==> src/rtl/i2c_color_target.sv <==
// I2C target model of the colour sensor: address match, register-pointer write, 16-bit channel reads.
// Optional macro I2C_TGT_AUTOINC_EN: pointer advances after every completed word read.
`timescale 1ns/1ps
module i2c_color_target #(
  parameter int unsigned SYNC_STAGES = 2,
  parameter int unsigned NUM_CH      = 5
) (
  input  logic        clk,
  input  logic        rst_n,
  input  logic        scl_i,
  input  logic        sda_i,
  output logic        sda_oe,
  input  logic [6:0]  dev_addr,
  input  logic [15:0] clear_data,
  input  logic [15:0] red_data,
  input  logic [15:0] green_data,
  input  logic [15:0] blue_data,
  input  logic [15:0] infrared_data,
  output logic [2:0]  reg_ptr,
  output logic        busy,
  output logic        rd_done
);

  typedef enum logic [2:0] {
    IDLE, ADDR, ADDR_ACK, WR_BYTE, WR_ACK, RD_BYTE, RD_ACK, IGNORE
  } state_e;

  // Synchronisers reset to the idle bus level so reset release never looks like an edge.
  logic [SYNC_STAGES-1:0] scl_sync_q, sda_sync_q;
  logic                   scl_prev_q, sda_prev_q;
  logic                   scl_s, sda_s;
  logic                   scl_rise, scl_fall, start_det, stop_det;

  always_ff @(posedge clk or negedge rst_n) begin
    if (!rst_n) begin
      scl_sync_q <= '1;
      sda_sync_q <= '1;
      scl_prev_q <= 1'b1;
      sda_prev_q <= 1'b1;
    end else begin
      scl_sync_q <= {scl_sync_q[SYNC_STAGES-2:0], scl_i};
      sda_sync_q <= {sda_sync_q[SYNC_STAGES-2:0], sda_i};
      scl_prev_q <= scl_s;
      sda_prev_q <= sda_s;
    end
  end

  assign scl_s     = scl_sync_q[SYNC_STAGES-1];
  assign sda_s     = sda_sync_q[SYNC_STAGES-1];
  assign scl_rise  = scl_s & ~scl_prev_q;
  assign scl_fall  = ~scl_s & scl_prev_q;
  assign start_det = scl_s & scl_prev_q & sda_prev_q & ~sda_s;
  assign stop_det  = scl_s & scl_prev_q & ~sda_prev_q & sda_s;

  state_e      state_q, state_d;
  logic [3:0]  bit_cnt_q, bit_cnt_d;
  logic [6:0]  rx_q, rx_d;
  logic [7:0]  rx_next;
  logic [15:0] tx_q, tx_d;
  logic        rw_q, rw_d;
  logic        hi_q, hi_d;
  logic        ack_seen_q, ack_seen_d;
  logic        ack_ok_q, ack_ok_d;
  logic        ptr_wr_q, ptr_wr_d;
  logic        sda_oe_q, sda_oe_d;
  logic [2:0]  reg_ptr_q, reg_ptr_d;
  logic        busy_q, busy_d;
  logic        rd_done_q, rd_done_d;
  logic [15:0] word_sel;
  logic [2:0]  ptr_after_word;

  assign rx_next = {rx_q, sda_s};

  always_comb begin
    word_sel = '0;
    case (reg_ptr_q)
      3'd0:    word_sel = clear_data;
      3'd1:    word_sel = red_data;
      3'd2:    word_sel = green_data;
      3'd3:    word_sel = blue_data;
      3'd4:    word_sel = infrared_data;
      default: word_sel = '0;
    endcase
  end

`ifdef I2C_TGT_AUTOINC_EN
  always_comb begin
    ptr_after_word = reg_ptr_q + 3'd1;
    if (reg_ptr_q == 3'(NUM_CH - 1)) ptr_after_word = '0;
  end
`else
  always_comb begin
    ptr_after_word = reg_ptr_q;
  end
`endif

  always_ff @(posedge clk or negedge rst_n) begin
    if (!rst_n) begin
      state_q    <= IDLE;
      bit_cnt_q  <= '0;
      rx_q       <= '0;
      tx_q       <= '0;
      rw_q       <= 1'b0;
      hi_q       <= 1'b0;
      ack_seen_q <= 1'b0;
      ack_ok_q   <= 1'b0;
      ptr_wr_q   <= 1'b0;
      sda_oe_q   <= 1'b0;
      reg_ptr_q  <= '0;
      busy_q     <= 1'b0;
      rd_done_q  <= 1'b0;
    end else begin
      state_q    <= state_d;
      bit_cnt_q  <= bit_cnt_d;
      rx_q       <= rx_d;
      tx_q       <= tx_d;
      rw_q       <= rw_d;
      hi_q       <= hi_d;
      ack_seen_q <= ack_seen_d;
      ack_ok_q   <= ack_ok_d;
      ptr_wr_q   <= ptr_wr_d;
      sda_oe_q   <= sda_oe_d;
      reg_ptr_q  <= reg_ptr_d;
      busy_q     <= busy_d;
      rd_done_q  <= rd_done_d;
    end
  end

  // Bits are sampled on SCL rise; SDA drive only changes on SCL fall.
  // ACK states use ack_seen_q: first fall drives the ACK slot, the fall after its rise leaves.
  always_comb begin
    state_d    = state_q;
    bit_cnt_d  = bit_cnt_q;
    rx_d       = rx_q;
    tx_d       = tx_q;
    rw_d       = rw_q;
    hi_d       = hi_q;
    ack_seen_d = ack_seen_q;
    ack_ok_d   = ack_ok_q;
    ptr_wr_d   = ptr_wr_q;
    sda_oe_d   = sda_oe_q;
    reg_ptr_d  = reg_ptr_q;
    busy_d     = busy_q;
    rd_done_d  = 1'b0;

    if (stop_det) begin
      state_d    = IDLE;
      sda_oe_d   = 1'b0;
      busy_d     = 1'b0;
      ack_seen_d = 1'b0;
    end else if (start_det) begin
      state_d    = ADDR;
      bit_cnt_d  = '0;
      sda_oe_d   = 1'b0;
      busy_d     = 1'b1;
      ack_seen_d = 1'b0;
    end else begin
      case (state_q)
        ADDR: begin
          if (scl_rise) begin
            rx_d      = rx_next[6:0];
            bit_cnt_d = bit_cnt_q + 4'd1;
            if (bit_cnt_q == 4'd7) begin
              bit_cnt_d = '0;
              rw_d      = sda_s;
              state_d   = (rx_next[7:1] == dev_addr) ? ADDR_ACK : IGNORE;
            end
          end
        end
        ADDR_ACK: begin
          if (scl_rise) begin
            ack_seen_d = 1'b1;
          end else if (scl_fall) begin
            if (!ack_seen_q) begin
              sda_oe_d = 1'b1;
            end else begin
              ack_seen_d = 1'b0;
              if (rw_q) begin
                tx_d     = {word_sel[14:0], 1'b0};
                sda_oe_d = ~word_sel[15];
                hi_d     = 1'b1;
                state_d  = RD_BYTE;
              end else begin
                sda_oe_d = 1'b0;
                ptr_wr_d = 1'b1;
                state_d  = WR_BYTE;
              end
            end
          end
        end
        WR_BYTE: begin
          if (scl_rise) begin
            rx_d      = rx_next[6:0];
            bit_cnt_d = bit_cnt_q + 4'd1;
            if (bit_cnt_q == 4'd7) begin
              bit_cnt_d = '0;
              state_d   = WR_ACK;
              ack_ok_d  = 1'b1;
              if (ptr_wr_q) begin
                ptr_wr_d = 1'b0;
                if (rx_next < 8'(NUM_CH)) reg_ptr_d = rx_next[2:0];
                else                      ack_ok_d  = 1'b0;
              end
            end
          end
        end
        WR_ACK: begin
          if (scl_rise) begin
            ack_seen_d = 1'b1;
          end else if (scl_fall) begin
            if (!ack_seen_q) begin
              sda_oe_d = ack_ok_q;
            end else begin
              ack_seen_d = 1'b0;
              sda_oe_d   = 1'b0;
              state_d    = WR_BYTE;
            end
          end
        end
        RD_BYTE: begin
          if (scl_rise) begin
            bit_cnt_d = bit_cnt_q + 4'd1;
            if (bit_cnt_q == 4'd7) begin
              bit_cnt_d = '0;
              state_d   = RD_ACK;
            end
          end else if (scl_fall) begin
            sda_oe_d = ~tx_q[15];
            tx_d     = {tx_q[14:0], 1'b0};
          end
        end
        RD_ACK: begin
          if (scl_rise) begin
            if (!hi_q) begin
              rd_done_d = 1'b1;
              reg_ptr_d = ptr_after_word;
            end
            if (sda_s) begin
              state_d  = IGNORE;
              sda_oe_d = 1'b0;
            end else begin
              ack_seen_d = 1'b1;
            end
          end else if (scl_fall) begin
            if (!ack_seen_q) begin
              sda_oe_d = 1'b0;
            end else begin
              ack_seen_d = 1'b0;
              state_d    = RD_BYTE;
              if (hi_q) begin
                hi_d     = 1'b0;
                sda_oe_d = ~tx_q[15];
                tx_d     = {tx_q[14:0], 1'b0};
              end else begin
                // Fresh snapshot per word, using the pointer already advanced on the ACK rise.
                hi_d     = 1'b1;
                tx_d     = {word_sel[14:0], 1'b0};
                sda_oe_d = ~word_sel[15];
              end
            end
          end
        end
        default: begin
          sda_oe_d = 1'b0;
        end
      endcase
    end
  end

  assign sda_oe  = sda_oe_q;
  assign reg_ptr = reg_ptr_q;
  assign busy    = busy_q;
  assign rd_done = rd_done_q;

endmodule

==> config.mk <==
export PLATFORM = sky130hd
export DESIGN_NAME = i2c_color_target
export DESIGN_NICKNAME = d
export VERILOG_FILES = /design/src/rtl/i2c_color_target.sv
export SDC_FILE = /design/constraint.sdc
export NUM_CORES = 1
export LEC_CHECK = 0
export ABC_AREA = 1
export CORE_MARGIN = 4
export CORE_UTILIZATION = 45
export CTS_BUF_LIST = sky130_fd_sc_hd__clkbuf_2 sky130_fd_sc_hd__clkbuf_4 sky130_fd_sc_hd__clkbuf_8
export CTS_CLUSTER_SIZE = 25
export DETAILED_ROUTE_END_ITERATION = 16
export GPL_TIMING_DRIVEN = 0
export PLACE_DENSITY_LB_ADDON = 0.05
export SKIP_LAST_GASP = 1
export SLEW_MARGIN = 20
export SYNTH_ARGS = -nofsm -noshare
export SYNTH_HDL_FRONTEND = slang
export SYNTH_SLANG_ARGS = --single-unit
==> constraint.sdc <==
create_clock -name clk -period 1.8 [get_ports clk]
set_input_delay 0.18 -clock clk [delete_from_list [all_inputs] [get_ports clk]]
set_output_delay 0.18 -clock clk [all_outputs]
set_load 0.005 [all_outputs]
==> results.ini, run 1 <==
[clock_tree]
htree_levels=2
clk_latency_ns=0.30
cts_tree=yes
cts_buffer_depth=2
clock-sinks=46
root_buffer=clkbuf_8
cts_buffers=5
clk_pin_slew_ns=0.09

[logic_synthesis]
synthXorXnorAreaFrac_pct=1.87
yosys_warnings=0
synth_seq_cells=46
synth_ff_type=dfrtp_1
async_flop_share_pct=100
synth_top_family_by_area=simple AND/OR/NAND/NOR gates
synthDistinctLibCells=36
synth_cells=483
syn-cell-area_sq_um=3280
synth_compound_area_share_pct=8.40
syn_avg_cell_area_sq_um=6.79
synth.net_count=578
yosysSeqAreaShare_pct=35.3
synth.area.mux_share_pct=0
synth_fa_ha_area_share_pct=1.53
synth-simple-area-share_pct=44.1
synth_edf_count=0

[hold_path]
hp-class=in2reg

[drt]
route.detailed.drc=0
postRouteAntennaNets=0
vias=3432
first_pass_iters=5
finalWirelength_um=9510
routedWlPerCell_um=13.6
drtIter0Drc=163
vias_per_cell=4.92

[outcome]
run_status=finished, final reports clean

[floorplan]
core_area_sq_um=6940
die_area_sq_um=8710
placementRows=30
boundaryPins=97
start_util_pct=47.2
die_h_um=93.4
die_w_um=93.4

[sta]
whs_ns=0.278
setup_viol=0
finClkSkew_ns=0.00633
slew_headroom_pct=62.2
finalCriticalPeriod_ns=1.72
final_hold_viol_count=0
timing.final.crit_share_pct=95.6
worst_pin_slew_ns=0.568
rsz0062_at_grt=true
maxSlewViolCount=0
timing.fmax_mhz=581
setup_ws_ns=0.0799
timing.setup.tns_ns=0

[global_routing]
gr-total-overflow=0
antenna_found_initial=0
grtUsageTotal_pct=21.4
grt_first_pass_wirelength_um=15300
grt_pass1_vias=3169
grt_max_degree=25

[power_and_ir_drop]
p_comb_share_pct=53.2
ir_worst_vdd_mv=0.792
power.density_nw_per_um2=1050
p_sw_share_pct=42.5
pwr-share-seq_pct=33.7
internal_power_uw=2810
p_switching_uw=2080
p_clk_share_pct=13.1
total_leakage_power_uw=0.00225

[placed_design]
gp_congestion=0.890
port_buffers=96
place_ws_ns=-0.228
hpwl_um=7330

[critical_path]
crit_fanout=7
worstPathRequired_ns=1.99
cp-end-kind=flip-flop
critPathKind=reg2reg
cp-start-kind=flip-flop
crit_arrival_ns=1.91

[final_layout]
fillCellCount=623
area_delta_synth_final_pct=42.1
drive_above_1_share_pct=15.6
utilization_pct=67.1
register_area_sq_um=1160
nets=696
n_antenna_cell=0
multi_input_area_sq_um=1900

[flow_run]
drv_cap=0

## power groups by stage
stage	sequential [uW]	clock, uW	combinational, uW
2_1_floorplan	1610	0	1720
3_3_place_gp	1650	0	2320
3_5_place_dp	1660	0	2360
4_1_cts	1640	664	2410
5_1_grt	1690	712	2940
6_report	1650	639	2600
## sequential cells by signal (all words and copies together) (netlist names)
register    flops
ack_ok_q        1
ack_seen_q      1
bit_cnt_q       4
busy            1
hi_q            1
ptr_wr_q        1
rd_done         1
reg_ptr         3
rw_q            1
rx_q            7
scl_prev_q      1
scl_sync_q      2
sda_oe          1
sda_prev_q      1
sda_sync_q      2
state_q         3
tx_q           15
## per-layer routing
metal,vias up,track usage (%),wire length [um],share of wire (%)
li1,1750,-,-,-
met1,1553,29.5,4410,46
met2,118,35.4,4350,46
met3,11,3.54,646,6.8
met4,0,4.64,102,1.1
met5,-,0,0,0
## logic make-up (layout without fill, tap and decap cells)
group | count (synthesis) | after routing
simple gates | 321 | 321
buf+inv | 53 | 172
compound gates | 52 | 52
flops | 46 | 46
xor+xnor | 7 | 7
fa+ha+maj | 4 | 4
## through the flow
| step | instance area [sq um] | total power, uW | instances |
|---|---|---|---|
| 6_report | 4660 | 4890 | 698 |
| 3_5_place_dp | 4380 | 4020 | 676 |
| 5_1_grt | 4660 | 5350 | 698 |
| 3_3_place_gp | 4360 | 3970 | 675 |
| 2_1_floorplan | 3280 | 3330 | 483 |
| 4_1_cts | 4510 | 4710 | 687 |
## cells in the final DEF, fill, tap and decap left out, drive strengths merged
master / count
nand2: 242
clkdlybuf4s50: 95
inv: 41
dfrtp: 40
o21ai: 37
nand3: 34
nor2: 34
buf: 28
a21oi: 11
xnor2: 6
dfstp: 6
nand4: 5
clkbuf: 5
nor3: 4
ha: 4
clkinvlp: 2
xor2: 1
a211oi: 1
a22oi: 1
nor3b: 1
nor4: 1
o211ai: 1
o2111ai: 1
dlygate4sd3: 1
## worst max-delay path, cell delays in order, from the launching register on
cell	delay (ns)
dfstp_2	0.58
inv_2	0.05
ha_4	0.20
nor2_4	0.13
nor2_2	0.05
inv_2	0.06
nand3_2	0.08
nor2_4	0.15
inv_4	0.07
buf_6	0.13
nand2_1	0.05
nand2_1	0.05
## cell usage after synthesis (8+ instances only)
cell / n / area (sq um)
nand2_1: 230 / 863
nand2_2: 11 / 68.8
inv_1: 34 / 128
o21ai_0: 24 / 120
nand3_2: 8 / 80.1
nand3_1: 25 / 125
o21ai_1: 13 / 65.1
nor2_1: 26 / 97.6
dfrtp_1: 40 / 1000
a21oi_1: 10 / 50.1
## path summary, 6_finish.rpt
kind | depth (start not counted) | slack [ns] | to | startpoint
worst max register to register | 11 | 0.08 | tx_q[5] | scl_prev_q
worst max-delay path | 11 | 0.08 | tx_q[5] | scl_prev_q
worst min register to register | 0 | 0.36 | sda_sync_q[1] | sda_sync_q[0]
max in group asynchronous | 3 | 0.81 | sda_sync_q[0] | rst_n
worst min-delay path | 1 | 0.28 | scl_sync_q[0] | scl_i
min in group asynchronous | 2 | 0.40 | rx_q[5] | rst_n
## layout make-up
cell class / instances / area share [%]
multi-input cells: 384 / 40.8
repair buffers: 111 / 23.5
inverters: 40 / 3.49
plain buffers: 13 / 2.79
clock buffers: 5 / 1.48
flip-flops and latches: 46 / 24.9
well taps: 96 / 2.58
clock inverters: 3 / 0.510
## repair_timing
item,in CTS,in global routing
hold buffers,1,0
gates cloned,0,1
buffers inserted,2,10
endpoints found under the hold margin,22,0
pin swaps,2,6
resized for setup,4,20
setup endpoints to repair,19,31
Note: power is estimated with default switching activity, not from simulation.
==> run 2: changes to the inputs <==
- SLEW_MARGIN: 20 -> not set
==> results of run 2 <==
Final layout, timing and power as in run 1 (identical DEF).
==> run 3: changes to the inputs <==
- GPL_TIMING_DRIVEN: 0 -> not set
==> results.ini, run 3 (synthesis gave the netlist of run 1 again) <==
[final_layout]
regMostFlops=tx_q
largest_reg_flops=15
stdcell_count=697
area_delta_synth_final_pct=41.9
fillCellCount=615
register_area_sq_um=1160
multi_input_area_sq_um=1900
drive_above_1_share_pct=15.6
nets=695
final_cell_mix=226 x nand2_1, 95 x clkdlybuf4s50_1, 38 x dfrtp_1, 32 x inv_1, 25 x nor2_1
top_regs=tx_q: 15 flops, rx_q: 7 flops, bit_cnt_q: 4 flops
n_antenna_cell=0
final_common_cell=nand2_1

[outcome]
run_status=finished, final reports clean

[global_routing]
antenna_found_initial=0
grt_pass1_vias=3246
grt_max_degree=26
grt_first_pass_wirelength_um=15500
gr-total-overflow=0
grtUsageTotal_pct=22.0

[sta]
rsz0062_at_grt=true
timing.final.crit_share_pct=95.0
setup_viol=0
timing.setup.tns_ns=0
final_hold_viol_count=0
maxSlewViolCount=0
slew_headroom_pct=65.0
setup_ws_ns=0.0894
timing.fmax_mhz=585
finClkSkew_ns=0.00707
whs_ns=0.281
finalCriticalPeriod_ns=1.71
worst_pin_slew_ns=0.524

[placed_design]
hpwl_um=7440
port_buffers=96
place_ws_ns=-0.111
dp.cells=682
gp_congestion=0.889

[power_and_ir_drop]
p_sw_share_pct=41.4
p_clk_share_pct=16.1
internal_power_uw=2840
pwr-share-seq_pct=35.3
p_switching_uw=2000
p_comb_share_pct=48.6
total_leakage_power_uw=0.00226
ir_worst_vdd_mv=0.634
power.density_nw_per_um2=1040

[drt]
first_pass_iters=4
vias_per_cell=4.91
vias=3420
drtIter0Drc=135
route.detailed.drc=0
postRouteAntennaNets=0
routedWlPerCell_um=13.5
finalWirelength_um=9400

[floorplan]
core_area_sq_um=6940
die_w_um=93.4
start_util_pct=47.2
placementRows=30
boundaryPins=97
die_h_um=93.4
die_area_sq_um=8710

[clock_tree]
cts_tree=yes
clk_latency_ns=0.30
clk_pin_slew_ns=0.09
htree_levels=2
root_buffer=clkbuf_8
clock-sinks=46
cts_buffer_depth=2
cts_buffers=5

[critical_path]
crit_arrival_ns=1.96
cp-start-kind=flip-flop
cp-end-kind=flip-flop
critPathKind=reg2reg
worstPathRequired_ns=2.04
crit_fanout=6

[hold_path]
hp-class=in2reg

[flow_run]
drv_cap=0

## run 3: worst max-delay path, cell delays in order, from the launching register on
cell and delay (ns):
dfstp_2 0.60, inv_1 0.06, ha_1 0.27, o211ai_1 0.27, nand2_1 0.09, inv_1 0.07
nand2_2 0.08, nor2_1 0.10, nand2_1 0.05, nand2_1 0.05
## run 3: through the flow
| step | total power [uW] | cell area (sq um) | utilization, % |
|---|---|---|---|
| global placement | 3960 | 4390 | 63.2 |
| floorplan | 3330 | 3280 | - |
| finish | 4840 | 4650 | 67.0 |
| global route | 5320 | 4650 | 67.0 |
| CTS | 4830 | 4510 | 65.0 |
| detailed placement | 4020 | 4390 | 63.2 |
## run 3: timing repair
item,4_1_cts,5_1_grt
gates resized for setup,2,21
hold endpoints to repair,15,0
endpoints found under the setup margin,20,23
setup buffers,0,6
pin swaps,0,12
hold buffers,1,0
## run 3: power groups by stage
stage,registers [uW],clock network (uW),logic [uW]
after floorplan,1610,0,1720
after global routing,1770,843,2710
after CTS,1700,805,2320
after detailed placement,1720,0,2300
final,1710,780,2360
after global placement,1710,0,2250
## run 3: layout make-up
class | count | share of cell area (%)
clock buffers | 5 | 1.48
clock inverters | 3 | 0.941
inverters | 40 | 3.44
multi-input cells | 384 | 40.8
flip-flops and latches | 46 | 25.0
well taps | 96 | 2.58
repair buffers | 123 | 25.8
## run 3: worst paths after layout
kind | from | slack, ns | cells after the start | end
worst max-delay path | scl_sync_q[1] | 0.09 | 9 | state_q[0]
worst min-delay path | sda_i | 0.28 | 1 | sda_sync_q[0]
worst max register to register | scl_sync_q[1] | 0.09 | 9 | state_q[0]
worst min register to register | scl_sync_q[0] | 0.36 | 0 | scl_sync_q[1]
max in group asynchronous | rst_n | 0.89 | 3 | reg_ptr[2]
min in group asynchronous | rst_n | 0.37 | 2 | rx_q[5]
## run 3: routing by layer
layer  part of all wire, %  GRT usage, %  up-vias
met5                     0             0        -
li1                      -             -     1754
met2                    44          35.6      123
met3                   8.3          3.54       10
met1                    46          30.9     1533
met4                   1.2          5.01        0
